$ cat src/rtl/ram_arbiter.sv
// ram_arbiter: round-robin arbiter sharing the single-ported main RAM among
// NREQ cache requesters. It grants one requester at a time for a whole
// single-word or BLOCK_WORDS burst and generates the per-word RAM address.
// Fairness comes from a rotating priority pointer.
//
// Ports:
//   CLK, RST     clock, synchronous active-high reset
//   req_ren      per-requester read request
//   req_wen      per-requester write request (wins if both are set)
//   req_burst    per-requester burst select, sampled at grant
//   req_addr     per-requester base byte address, sampled at grant
//   req_store    per-requester write data, read live for each word
//   req_wait     per-requester wait, low for one cycle per completed word
//   req_load     RAM read data routed to the granted requester's slice
//   req_err      per-requester RAM error pulse
//   ramREN/ramWEN/ramaddr/ramstore  RAM command side
//   ramload/ramstate                RAM response side
module ram_arbiter #(
  parameter int unsigned NREQ        = 4,
  parameter int unsigned BLOCK_WORDS = 2,
  parameter int unsigned WORD_W      = 32
) (
  input  logic                     CLK,
  input  logic                     RST,
  input  logic [NREQ-1:0]          req_ren,
  input  logic [NREQ-1:0]          req_wen,
  input  logic [NREQ-1:0]          req_burst,
  input  logic [NREQ*WORD_W-1:0]   req_addr,
  input  logic [NREQ*WORD_W-1:0]   req_store,
  output logic [NREQ-1:0]          req_wait,
  output logic [NREQ*WORD_W-1:0]   req_load,
  output logic [NREQ-1:0]          req_err,
  output logic                     ramREN,
  output logic                     ramWEN,
  output logic [WORD_W-1:0]        ramaddr,
  output logic [WORD_W-1:0]        ramstore,
  input  logic [WORD_W-1:0]        ramload,
  input  logic [1:0]               ramstate
);

  localparam int unsigned IDX_W = (NREQ > 1) ? $clog2(NREQ) : 1;
  localparam int unsigned CNT_W = $clog2(BLOCK_WORDS + 1);

  localparam logic [1:0] RAM_FREE   = 2'd0;
  localparam logic [1:0] RAM_BUSY   = 2'd1;
  localparam logic [1:0] RAM_ACCESS = 2'd2;
  localparam logic [1:0] RAM_ERROR  = 2'd3;

  typedef enum logic [1:0] {IDLE, XFER, GAP} state_t;

  state_t             state, state_n;
  logic [IDX_W-1:0]   ptr, ptr_n;
  logic [IDX_W-1:0]   gnt, gnt_n;
  logic [CNT_W-1:0]   cnt, cnt_n;
  logic [CNT_W-1:0]   len, len_n;
  logic [WORD_W-1:0]  base, base_n;
  logic               is_wr, is_wr_n;

  logic               found;
  logic [IDX_W-1:0]   win;
  logic [IDX_W-1:0]   gnt_next;

  // State register
  always_ff @(posedge CLK) begin
    if (RST) begin
      state <= IDLE;
      ptr   <= '0;
      gnt   <= '0;
      cnt   <= '0;
      len   <= '0;
      base  <= '0;
      is_wr <= 1'b0;
    end else begin
      state <= state_n;
      ptr   <= ptr_n;
      gnt   <= gnt_n;
      cnt   <= cnt_n;
      len   <= len_n;
      base  <= base_n;
      is_wr <= is_wr_n;
    end
  end

  // Round-robin winner search starting at ptr
  always_comb begin
    found = 1'b0;
    win   = '0;
    for (int i = 0; i < int'(NREQ); i++) begin : scan
      logic [IDX_W-1:0] cand;
      cand = IDX_W'((int'(ptr) + i) % int'(NREQ));
      if (!found && (req_ren[cand] || req_wen[cand])) begin
        found = 1'b1;
        win   = cand;
      end
    end
  end

  assign gnt_next = IDX_W'((int'(gnt) + 1) % int'(NREQ));

  // Next-state and output logic
  always_comb begin
    state_n  = state;
    ptr_n    = ptr;
    gnt_n    = gnt;
    cnt_n    = cnt;
    len_n    = len;
    base_n   = base;
    is_wr_n  = is_wr;
    req_wait = '1;
    req_load = '0;
    req_err  = '0;
    ramREN   = 1'b0;
    ramWEN   = 1'b0;
    ramaddr  = '0;
    ramstore = '0;

    case (state)
      IDLE: begin
        if (found) begin
          gnt_n   = win;
          base_n  = req_addr[int'(win)*int'(WORD_W) +: WORD_W];
          is_wr_n = req_wen[win];
          len_n   = req_burst[win] ? CNT_W'(BLOCK_WORDS) : CNT_W'(1);
          cnt_n   = '0;
          state_n = XFER;
        end
      end
      XFER: begin
        ramREN   = ~is_wr;
        ramWEN   = is_wr;
        ramaddr  = base + (WORD_W'(cnt) << 2);
        ramstore = req_store[int'(gnt)*int'(WORD_W) +: WORD_W];
        case (ramstate)
          RAM_FREE, RAM_BUSY: begin
          end
          RAM_ACCESS: begin
            req_wait[gnt] = 1'b0;
            req_load[int'(gnt)*int'(WORD_W) +: WORD_W] = ramload;
            cnt_n = cnt + CNT_W'(1);
            if (cnt == len - CNT_W'(1)) begin
              ptr_n   = gnt_next;
              state_n = IDLE;
            end else begin
              state_n = GAP;
            end
          end
          RAM_ERROR: begin
            req_err[gnt]  = 1'b1;
            req_wait[gnt] = 1'b0;
            ptr_n         = gnt_next;
            state_n       = IDLE;
          end
        endcase
      end
      GAP: begin
        state_n = XFER;
      end
      default: begin
        state_n = IDLE;
      end
    endcase

    // Reset aborts any transfer and presents idle outputs in the same cycle
    if (RST) begin
      req_wait = '1;
      req_load = '0;
      req_err  = '0;
      ramREN   = 1'b0;
      ramWEN   = 1'b0;
      ramaddr  = '0;
      ramstore = '0;
    end
  end

endmodule
$ cat config.mk
export PLATFORM = sky130hd
export DESIGN_NAME = ram_arbiter
export DESIGN_NICKNAME = d
export VERILOG_FILES = /design/src/rtl/ram_arbiter.sv
export SDC_FILE = /design/constraint.sdc
export NUM_CORES = 1
export LEC_CHECK = 0
export CORE_AREA = 3 3 198 200
export CTS_CLUSTER_DIAMETER = 30
export DETAILED_ROUTE_END_ITERATION = 7
export DIE_AREA = 0 0 201 203
export MAX_ROUTING_LAYER = met4
export SLEW_MARGIN = 5
export SYNTH_ARGS = -nofsm -noshare
export SYNTH_HDL_FRONTEND = slang
export SYNTH_SLANG_ARGS = --single-unit
$ cat constraint.sdc
create_clock -name CLK -period 3.55 [get_ports CLK]
set_input_delay 0.71 -clock CLK [delete_from_list [all_inputs] [get_ports CLK]]
set_output_delay 0.71 -clock CLK [all_outputs]
set_load 0.05 [all_outputs]
==> metrics.txt <==
maxcap violations=0; hpwl dp=29.0 mm; max-slew violations=0; die area=40800 sq um; status=finished, final reports clean; Clock Sinks=43; Rel. slew slack=44.7%; antenna violations before repair=12; number of port buffers=505; Root Buffer=clkbuf_16; fin crit share=94.8%; cell area after synthesis=5400 sq um; H-tree lvl count=2; Site Rows=71; Synth async-reset ratio=0%; hold buffer count at CTS=0; register area share after synthesis=15.9%; ys flop type=dfxtp_1; later-pin clock latency in the skew report=0.29 ns; fin cells=1678; P&R area growth vs syn=149%; Setup TNS=0 ns; first-pass GRT wire length=49.0 mm; Least-Margin Pin Slew=0.827 ns; Synth warnings=0; WL per Instance=20.0 um; post-DR vias/cell=4.21; Netlist cell types=60; Mean Syn Cell Area=8.14 sq um; syn nets=976; RD Place Congestion=0.924; Placed Cells=1657; Final Setup Violations=0; layout cells sized above 1=25.4%; CTS Buf Count=5; clk buf depth=2; DR iter-0 viols=342; Routed Antenna Nets=0; Die Y=203 um; Post-synth EDFFs=0; Synth Instances=664; clock skew=0.00783 ns; static leakage=5.14 nW; grt ovf=0; DRC viols=0; Initial Util=14.4%; worst vdd ir=0.142 mV; core area=37600 sq um; Die W=201 um; Worst setup EP type=output port; Critical Path Start Type=primary input; RSZ-0062 raised after global routing=false; Fmax=0.297 GHz; Crit path required time=2.84 ns; Layout Nets=1465; Seq cells post-synth=43; Critical Path Fanout Max=31; Crit path arrival time=2.66 ns; clock slew at reported path FFs=0.06 ns; largest net degree at the start of global routing=58; min-delay worst type=reg -> reg; final wirelength=33.6 mm; Top-Level Pins=506; 1st-pass router iterations=7; endpoints failing hold=0; power per standard cell area=165 nW/um^2; gr usage total=16.3%; Final min period=3.37 ns; crit path kind=in -> out; via count=7064; vias in the first global route=7391; clock tree from TritonCTS=done
routing by layer:
metal / up-vias / share of wire, % / track usage (%)
met1: 3383 / 40 / 18.9
met3: 22 / 7.7 / 5.55
li1: 3398 / - / -
met4: 0 / 1.3 / 2.56
met2: 261 / 51 / 27.8
met5: - / 0 / -
sequential cells by signal (all words and copies together) (netlist names):
register  cells
base         32
cnt           2
gnt           2
is_wr         1
len           2
ptr           2
state         2
synth_stat cells (3+ instances only):
cell	instances	share of area (%)
a21o_1	10	1.4
o221ai_1	24	3.9
mux2i_1	60	11
inv_1	9	0.63
xor2_1	4	0.65
xnor2_1	18	2.9
nand4_1	3	0.35
mux4_2	32	13
o21ai_0	19	1.8
a211oi_1	3	0.42
buf_2	14	1.3
nand3_1	42	3.9
dfxtp_1	43	16
nor3_1	6	0.56
nor2_1	45	3.1
and2_1	165	19
a21oi_1	11	1.0
and3_1	7	0.81
o211ai_1	12	1.7
nand2_1	34	2.4
or3_1	5	0.58
nand2b_1	4	0.46
ha_1	7	1.6
nor4_1	10	1.2
buf_1	3	0.21
clkbuf_1	33	2.3
layout by cell type (no fill, tap or decap), drive strengths merged, types with 3 or more instances in the layout:
master	netlist	layout
a211oi	3	3
a21o	10	10
a21oi	11	11
and2	165	165
and3	7	7
buf	20	232
clkbuf	33	7
clkdlybuf4s50	0	303
dfxtp	43	43
diode	0	13
ha	7	7
inv	10	10
mux2i	60	60
mux4	32	32
nand2	34	34
nand2b	4	4
nand3	42	42
nand4	3	3
nor2	46	46
nor3	6	6
nor4	11	11
o211ai	12	12
o21ai	19	19
o221ai	24	24
or3	6	6
xnor2	18	18
xor2	4	4
worst paths after layout:
| path | from | endpoint | slack (ns) | cells after the start |
|---|---|---|---|---|
| worst min register to register | base[1] | base[1] | 0.48 | 2 |
| worst max-delay path | RST | req_load[42] | 0.18 | 8 |
| worst max register to register | ptr[1] | base[16] | 1.35 | 6 |
| worst min-delay path | base[1] | base[1] | 0.48 | 2 |
final cells by class:
cell class                 count  area, sq um
clock buffer                   7          153
inverter                      10         37.5
antenna                       13         32.5
tap                          511          639
fill                        3741        24100
multi-input combinational    558         4310
clock inverter                 1         7.51
timing repair buffer         535         7410
sequential                    43          865
worst max-delay path, cell delays in order:
cell and delay (ns):
clkdlybuf4s50_1 0.43, and4bb_2 0.31, nand2b_1 0.09, buf_4 0.17, nor4_2 0.36, buf_12 0.22, and2_1 0.20, buf_12 0.15
per-stage QoR:
step / setup slack, ns / total power [mW] / area [sq um] / utilization (%) / hold WS, ns
4_1_cts: 0.0706 / 2.26 / 13400 / 35.7 / 0.482
6_report: 0.184 / 2.22 / 13500 / 35.8 / 0.475
2_1_floorplan: 0.0508 / 1.07 / 5400 / - / 0.444
3_5_place_dp: 0.205 / 1.74 / 13300 / 35.3 / 0.467
5_1_grt: 0.0410 / 2.35 / 13500 / 35.8 / 0.501
3_3_place_gp: 0.260 / 1.73 / 13300 / 35.3 / 0.462
cell families (layout without fill, tap and decap cells):
group,Yosys count,in the layout,share of synthesized area [%]
buffers and inverters,63,553,5.05
AND/OR/NAND/NOR,337,337,35.1
XOR/XNOR,22,22,3.57
flip-flops,43,43,15.9
other,0,13,0
AO/OA/AOI/OAI,98,98,13.7
adder cells (fa/ha/maj),8,8,1.99
multiplexers,93,93,24.7
timing repair:
action                     in CTS  in global routing
resized for setup               0                  1
setup buffers                   0                  0
setup endpoints to repair       0                  7
power by group:
| group | internal, mW | leakage (nW) | switching (mW) |
|---|---|---|---|
| Sequential | 0.533 | 0.356 | 0.0597 |
| Combinational | 0.651 | 4.71 | 0.476 |
| Clock | 0.300 | 0.0762 | 0.204 |
| Total | 1.48 | 5.14 | 0.740 |
Note: power is estimated with default switching activity, not from simulation.
